**src/rtl/ddp_packet_sink_pkg.sv**
```systemverilog
// Shared constants and FSM state type for the DDP ring packet sink.
package ddp_packet_sink_pkg;

  localparam int unsigned DDP_PACKET_SIZE = 38;

  typedef enum logic {
    StIdle  = 1'b0,
    StAcked = 1'b1
  } sink_state_e;

endpackage

```
**src/rtl/ddp_sync_fifo.sv**
```systemverilog
// First-word-fall-through synchronous FIFO with a registered head word that holds
// its last value once the FIFO drains.
module ddp_sync_fifo
  import ddp_packet_sink_pkg::*;
#(
  parameter int unsigned PKT_W = DDP_PACKET_SIZE,
  parameter int unsigned DEPTH = 4
) (
  input  logic                   CLK,
  input  logic                   MR,
  input  logic                   wr_en,
  input  logic [PKT_W-1:0]       wr_data,
  input  logic                   rd_en,
  output logic [PKT_W-1:0]       rd_data,
  output logic [$clog2(DEPTH):0] level,
  output logic                   full,
  output logic                   empty
);

  localparam int unsigned AW = $clog2(DEPTH);
  localparam logic [AW:0] FullLvl = (AW+1)'(DEPTH);
  localparam logic [AW:0] OneLvl  = (AW+1)'(1);

  logic [PKT_W-1:0] mem_q [DEPTH];
  logic [AW-1:0]    wr_ptr_q, rd_ptr_q, rd_ptr_nxt;
  logic [AW:0]      level_q;
  logic [PKT_W-1:0] head_q;
  logic             do_wr, do_rd;

  assign full       = (level_q == FullLvl);
  assign empty      = (level_q == '0);
  assign do_wr      = wr_en && !full;
  assign do_rd      = rd_en && !empty;
  assign rd_ptr_nxt = rd_ptr_q + 1'b1;
  assign level      = level_q;
  assign rd_data    = head_q;

  always_ff @(posedge CLK) begin
    if (do_wr) begin
      mem_q[wr_ptr_q] <= wr_data;
    end
  end

  always_ff @(posedge CLK) begin
    if (MR) begin
      wr_ptr_q <= '0;
      rd_ptr_q <= '0;
      level_q  <= '0;
      head_q   <= '0;
    end else begin
      if (do_wr) wr_ptr_q <= wr_ptr_q + 1'b1;
      if (do_rd) rd_ptr_q <= rd_ptr_nxt;
      level_q <= level_q + {{AW{1'b0}}, do_wr} - {{AW{1'b0}}, do_rd};
      // Head tracks the next unread word; when the last word leaves it keeps that word.
      if (empty && do_wr) begin
        head_q <= wr_data;
      end else if (do_rd) begin
        if (level_q > OneLvl) begin
          head_q <= mem_q[rd_ptr_nxt];
        end else if (do_wr) begin
          head_q <= wr_data;
        end
      end
    end
  end

endmodule

```
**src/rtl/ddp_packet_sink.sv**
```systemverilog
// Clocked receiver for the DDP ring's 4-phase Send/Ack/PACKET channel: synchronises
// Send_in, captures bundled packets into a FIFO and presents them via valid/ready.
module ddp_packet_sink
  import ddp_packet_sink_pkg::*;
#(
  parameter int unsigned PKT_W = DDP_PACKET_SIZE,
  parameter int unsigned DEPTH = 4,
  parameter int unsigned CNT_W = 16
) (
  input  logic                   CLK,
  input  logic                   MR,
  input  logic                   Send_in,
  input  logic [PKT_W-1:0]       PACKET_IN,
  output logic                   Ack_out,
  output logic                   pkt_valid,
  output logic [PKT_W-1:0]       pkt_data,
  input  logic                   pkt_ready,
  output logic [$clog2(DEPTH):0] fifo_level,
  output logic [CNT_W-1:0]       rx_count
);

  logic        send_meta_q, send_s_q;
  sink_state_e state_q, state_d;
  logic        fifo_wr, fifo_full, fifo_empty;
  logic [CNT_W-1:0] rx_count_q;

  // Send_in is asynchronous; PACKET_IN is bundled and stable while it is high.
  always_ff @(posedge CLK) begin
    if (MR) begin
      send_meta_q <= 1'b0;
      send_s_q    <= 1'b0;
    end else begin
      send_meta_q <= Send_in;
      send_s_q    <= send_meta_q;
    end
  end

  always_ff @(posedge CLK) begin
    if (MR) begin
      state_q <= StIdle;
    end else begin
      state_q <= state_d;
    end
  end

  always_comb begin
    state_d = state_q;
    unique case (state_q)
      StIdle:  if (send_s_q && !fifo_full) state_d = StAcked;
      StAcked: if (!send_s_q) state_d = StIdle;
      default: state_d = StIdle;
    endcase
  end

  // Ack_out comes straight from the state flop, so it is glitch-free toward upstream.
  always_comb begin
    Ack_out = (state_q == StAcked);
    fifo_wr = (state_q == StIdle) && send_s_q && !fifo_full;
  end

  always_ff @(posedge CLK) begin
    if (MR) begin
      rx_count_q <= '0;
    end else if (fifo_wr) begin
      rx_count_q <= rx_count_q + 1'b1;
    end
  end

  assign rx_count  = rx_count_q;
  assign pkt_valid = !fifo_empty;

  ddp_sync_fifo #(
    .PKT_W (PKT_W),
    .DEPTH (DEPTH)
  ) u_fifo (
    .CLK     (CLK),
    .MR      (MR),
    .wr_en   (fifo_wr),
    .wr_data (PACKET_IN),
    .rd_en   (pkt_ready),
    .rd_data (pkt_data),
    .level   (fifo_level),
    .full    (fifo_full),
    .empty   (fifo_empty)
  );

endmodule

```
**config.mk**
```make
export PLATFORM = sky130hd
export DESIGN_NAME = ddp_packet_sink
export DESIGN_NICKNAME = d
export VERILOG_FILES = /design/src/rtl/ddp_packet_sink_pkg.sv /design/src/rtl/ddp_sync_fifo.sv /design/src/rtl/ddp_packet_sink.sv
export SDC_FILE = /design/constraint.sdc
export NUM_CORES = 1
export LEC_CHECK = 0
export BUFFER_PORTS_ARGS = -buffer_cell sky130_fd_sc_hd__buf_2
export CAP_MARGIN = 5
export CORE_MARGIN = 2
export CORE_UTILIZATION = 45
export DETAILED_ROUTE_END_ITERATION = 8
export PLACE_DENSITY_LB_ADDON = 0.25
export SYNTH_ARGS = -nofsm -noshare
export SYNTH_HDL_FRONTEND = slang
export SYNTH_HIERARCHICAL = 1
export SYNTH_SLANG_ARGS = --single-unit
```
**constraint.sdc**
```tcl
create_clock -name CLK -period 3.7 [get_ports CLK]
set_clock_uncertainty 0.2 [all_clocks]
set_input_delay 0 -clock CLK [delete_from_list [all_inputs] [get_ports CLK]]
set_output_delay 0 -clock CLK [all_outputs]
set_load 0.01 [all_outputs]
```
; ---- Word level (Yosys, flattened, before mapping)
; Memory sizes are Yosys's and may differ from the RTL's.
; Index checks and enable logic that the tools add are counted.
[word_totals]
ramBits = 152
mem_count = 1
word_cells = 38
out_inout_bits = 59
register_bits = 64
input_bits = 42
[memory_table]
columns = memory, words, word_bits, read_ports, rd_ports_with_merged_regs, write_ports, line_no
row1 = u_fifo.mem_q, 4, 38, 1, 0, 1, ddp_sync_fifo.sv:24  ; logic [PKT_W-1:0] mem_q [DEPTH];
[op_classes]
n_addsub = 5
eq_ne = 1
n_lt_le_gt_ge = 1
bitwise = 1
n_reduce_logical = 12
n_mux = 9
[ops]
columns = op, n
row1 = $mux W38, 4
row2 = $add A16 B1 Y16 const B, 1
row3 = $logic_and A1 B1 Y1, 6
row4 = $add A2 B1 Y2 const B, 2
row5 = $mux W1, 4
row6 = $add A3 B1 Y3, 1
row7 = $eq A3 B3 Y1 const B, 1
row8 = $gt A3 B1 Y1 const B, 1
row9 = $logic_not A3 Y1, 1
row10 = $reduce_bool A3 Y1, 1
row11 = $sub A3 B1 Y3, 1
row12 = $logic_not A1 Y1, 2
row13 = $pmux W1 S2, 1
row14 = $reduce_and A2 Y1, 1
row15 = $reduce_bool A2 Y1, 1
row16 = $not A1 Y1, 1

; ---- Depth between registers and ports, before layout
[logic_depth]
ltp_word = 8
ltp_mapped = 13
ltp_nobuf = 11

; ---- Hierarchy
; The synthesis kept the hierarchy.
[modules_own_cells]
columns = mod, area_per_inst_um2, seq_area_each_um2, n_inst, cells_per_inst
row1 = ddp_sync_fifo, 7928.9, 5465.2, 1, 476
row2 = ddp_packet_sink, 845.8, 380.4, 1, 96

; ---- Least setup slack after synthesis
; OpenSTA, ideal clock, no wires.
[synth_timing]
path_kind = register -> register
start = reg u_fifo.level_q[0], in the netlist u_fifo/level[0]
end = mem u_fifo/mem_q[0][0] (netlist name), enable pin
stages_incl_launch_ff = 8
arrival_time_ns = 2.529
n_path_buf = 2
synth_period_minus_slack_ns = 3.128
path_slack_ns = 0.572
required_time_ns = 3.101
path_cell_list = dfxtp_1 -> nor3b_2 -> or3b_1 -> buf_6 -> inv_2 -> nor2b_1 -> clkbuf_1 -> and2_1
[synth_via]
elab_chain_len = 6
[synth_lines]
columns = item, line_no
row1 = from (decl), ddp_sync_fifo.sv:26  ; logic [AW:0] level_q;
row2 = from (signal assigned), ddp_sync_fifo.sv:53  ; level_q <= level_q + {{AW{1'b0}}, do_wr} - {{AW{1'b0}}, do_rd};
row3 = $eq A3 B3 Y1, ddp_sync_fifo.sv:30  ; assign full = (level_q == FullLvl);
row4 = net fifo_full, ddp_packet_sink.sv:24  ; logic fifo_wr, fifo_full, fifo_empty;
row5 = $logic_not A1 Y1, ddp_packet_sink.sv:58  ; fifo_wr = (state_q == StIdle) && send_s_q && !fifo_full;
row6 = $logic_and A1 B1 Y1, ddp_packet_sink.sv:58
row7 = net fifo_wr, ddp_packet_sink.sv:24
row8 = $logic_and A1 B1 Y1, ddp_sync_fifo.sv:32  ; assign do_wr = wr_en && !full;
row9 = $mux W1, ddp_sync_fifo.sv:39  ; if (do_wr) begin
row10 = $mux W1 (not written as such), ddp_sync_fifo.sv:40  ; mem_q[wr_ptr_q] <= wr_data;
row11 = to (decl), ddp_sync_fifo.sv:24
; The timed path passes the listed nets, and every way through them passes these cells.

; ---- Final worst setup path
[layout_timing]
start = reg u_fifo.level_q[0], in the netlist u_fifo/level[0]
end = reg u_fifo.level_q[2], in the netlist u_fifo/level[2]
[layout_via]
elab_chain_len = 6
elab_cells_between_ends = 9
cone_classes = 2 x add/sub / 1 x eq/ne / 6 x reduce/logical
[layout_lines]
columns = item, line_no
row1 = $eq A3 B3 Y1, ddp_sync_fifo.sv:30
row2 = net fifo_full, ddp_packet_sink.sv:24
row3 = $logic_not A1 Y1, ddp_packet_sink.sv:58
row4 = $logic_and A1 B1 Y1, ddp_packet_sink.sv:58
row5 = net fifo_wr, ddp_packet_sink.sv:24
row6 = $logic_and A1 B1 Y1, ddp_sync_fifo.sv:32
row7 = $add A3 B1 Y3, ddp_sync_fifo.sv:53
row8 = $sub A3 B1 Y3, ddp_sync_fifo.sv:53
; The timed path passes the listed nets, and every way through them passes these cells.
; A chain may end at the register's enable or synchronous reset.

==> impl_metrics.toml <==
[status]
status = "completed"

[synth]
synth_fa_ha_area_frac = 0.0151
synthSimpleGateAreaFrac = 0.0666
synth.yosys.seq_area_share = 0.666
synth_top_family_by_area = "compound AO/OA/AOI/OAI gates"
synth-xor-area-share = 0.0140
synth_area_leaders = "edfxtp_1 52%, dfxtp_1 15%, mux4_2 9.8%"
synth_cell_types = 45
avgSynthCellArea_um2 = 15.3
synth.most_common_cell = "edfxtp_1"
synthFlopType = "edfxtp_1"
syn_nets = 624
yosysWarnings = 6
synth_compound_area_frac = 0.106
synthMuxAreaShare = 0.100
synth.largest_area_cell = "edfxtp_1"
synth_common_cells = "152 x edfxtp_1, 64 x dfxtp_1, 44 x a21oi_1, 44 x nand3_1"
synth-seq-cells = 216
synthesis.instances = 572
synth_enable_flop_cells = 152
syn_area_um2 = 8770
yosys.area.top_type_share = 0.520
synthArstFlopShare = 0

[clocking]
cts_buffers = 23
cts_tree = "built"
cts_root_buffer = "clkbuf_16"
clk_latency_ns = 0.50
clock-sinks = 216
clk_pin_slew_ns = 0.06
clk_path_buf_depth = 3
htreeDepth = 1

[global_route]
grt_max_degree = 41
grt_pass1_wl_um = 31600
grt_pass1_vias = 5756
antenna_found_initial = 0
gr-total-overflow = 0
grt_usage = 0.201

[critical_path]
path_class = "register to register"
crit_chain = "nor3b_2 -> or3b_1 -> inv_2 -> nor2b_1 -> buf_4 -> inv_1 -> ha_1 -> inv_1 -> ha_1 -> fa_1 -> xor2_1 -> nor2_1"
slowest_delay_ns = 0.53
cp_num_buf_inv = 4
path_delay_family = "simple AND/OR/NAND/NOR gates"
crit_arrival_ns = 3.37
cp.required_ns = 3.86
worstSetupStartpointType = "register"
slowest_stage = "dfxtp_1"
path_max_fanout = 9
end_kind = "register"

[hold_path]
hp-class = "input port to register"

[die]
core_area_um2 = 19300
row_count = 51
die_x_um = 144
dieHeight_um = 144
io_pins = 101
die_area_um2 = 20600
start_util = 0.455

[power]
netSwitchingFraction = 0.324
p_clk_frac = 0.295
p_sw_mw = 2.45
leakage_nw = 3.70
ir_drop_mv = 0.312
seq_power_share = 0.413
combPwrFrac = 0.292
powerDensity_nw_per_um2 = 703
p_int_mw = 5.10

[cells_and_area]
diodes = 0
finalNonFillerCells = 988
multiInputGateArea_um2 = 2680
final_nets = 760
area.growth.synth_to_final_pct = 22.4
ff_latch_area_um2 = 5850
drive_gt1_frac = 0.318
fill_cells = 1588

[timing]
rsz0062_at_grt = "false"
setup_slack_ns = 0.486
maxSlewViolCount = 0
final-setup-viol-count = 0
tns_ns = 0
tightest_slew_ns = 0.826
holdWs_ns = 0.0666
relSlewSlack = 0.449
fin_crit_sh = 0.869
hold_viol = 0
post-route-min-period_ns = 3.21
max_freq_mhz = 311

[detailed_routing]
post_drt_wl_per_cell_um = 21.0
drt_iter0_drc = 324
num_vias = 5647
viasPerCell = 5.72
drt-pass1-iter-count = 5
drc = 0
routed_wl_um = 20700
drtAntennaViolNets = 0

[place]
port_buffers = 100
placedCellCount = 907
place_congestion = 0.798
dp_worst_setup_slack_ns = 0.530
post-dp-hpwl_um = 12000

[job]
drv_cap = 0
[per-stage QoR]
stage	power [mW]	util	cell area (µm²)
floorplan	4.56	-	8770
global placement	5.30	0.498	9600
detailed placement	5.35	0.498	9600
CTS	7.60	0.557	10700
global route	7.91	0.557	10700
finish	7.55	0.557	10700
[sequential cells by signal, indices dropped and copies added (netlist names)]
signal and count:
u_fifo/level 3, u_fifo/rd_ptr_q 2, send_meta_q 1, u_fifo/mem_q 152
Ack_out 1, send_s_q 1, rx_count 16, u_fifo/rd_data 38
u_fifo/wr_ptr_q 2
[power by group through the flow]
stage,clock (mW),combinational (mW),sequential [mW]
3_3_place_gp,0,2.13,3.17
6_report,2.23,2.21,3.12
3_5_place_dp,0,2.18,3.17
4_1_cts,2.26,2.21,3.12
5_1_grt,2.36,2.39,3.16
2_1_floorplan,0,1.41,3.15
[path summary, 6_finish.rpt]
kind,from,end,slack [ns],cells past startpoint
hold reg to reg,send_meta_q,send_s_q,0.26,1
setup / recovery,u_fifo/level[0],u_fifo/level[2],0.49,12
setup reg to reg,u_fifo/level[0],u_fifo/level[2],0.49,12
hold / removal,PACKET_IN[14],u_fifo/mem_q[0][14],0.07,2
[layer usage]
metal  global-route usage  wire length (µm)  up-vias
li1                     -                 -     2531
met1                0.266              8710     2868
met3               0.0303              1340       32
met5                    0                 0        -
met4               0.0578               335        0
met2                0.345             10300      216
[cells by family after synthesis]
kind of cell               count (synthesis)
DFF                                      216
AOI/OAI and AO/OA                        129
and+or+nand+nor                          107
buffers and inverters                     56
muxes                                     40
xor gates and xnor gates                  14
adders and majority gates                 10
[cells in the final DEF, fill, tap and decap left out, types with 2 or more instances in the layout]
cell type and instances:
clkbuf_16 23, a311oi_1 18, clkinv_2 4, clkinvlp_4 2
nor2_1 17, ha_1 9, dfxtp_2 2, clkbuf_1 6
mux4_2 38, xor2_1 7, buf_2 100, and2_2 5
o21ai_1 37, xnor2_1 7, nor2b_1 6, or3_1 4
clkbuf_8 2, buf_12 6, nand4_1 5, and3_1 3
buf_4 11, inv_1 8, edfxtp_1 152, o21ai_0 5
a311oi_2 20, bufinv_16 2, a21oi_1 44, nand2_1 8
nand3_1 43, dlygate4sd3_1 41, dfxtp_1 62, nor4_1 3
[layout make-up]
type	count	share of cell area
inverter	9	0.00315
clock buffer	31	0.0583
multi-input combinational	300	0.250
timing repair buffer	158	0.104
tap	265	0.0309
clock inverter	9	0.00967
sequential	216	0.545
[timing repair]
| item | CTS | global route |
|---|---|---|
| setup buffers | 0 | 0 |
| hold endpoints to repair | 207 | 0 |
| resized for setup | 0 | 0 |
| hold buffers | 41 | 0 |
Note: power is estimated with default switching activity, not from simulation.
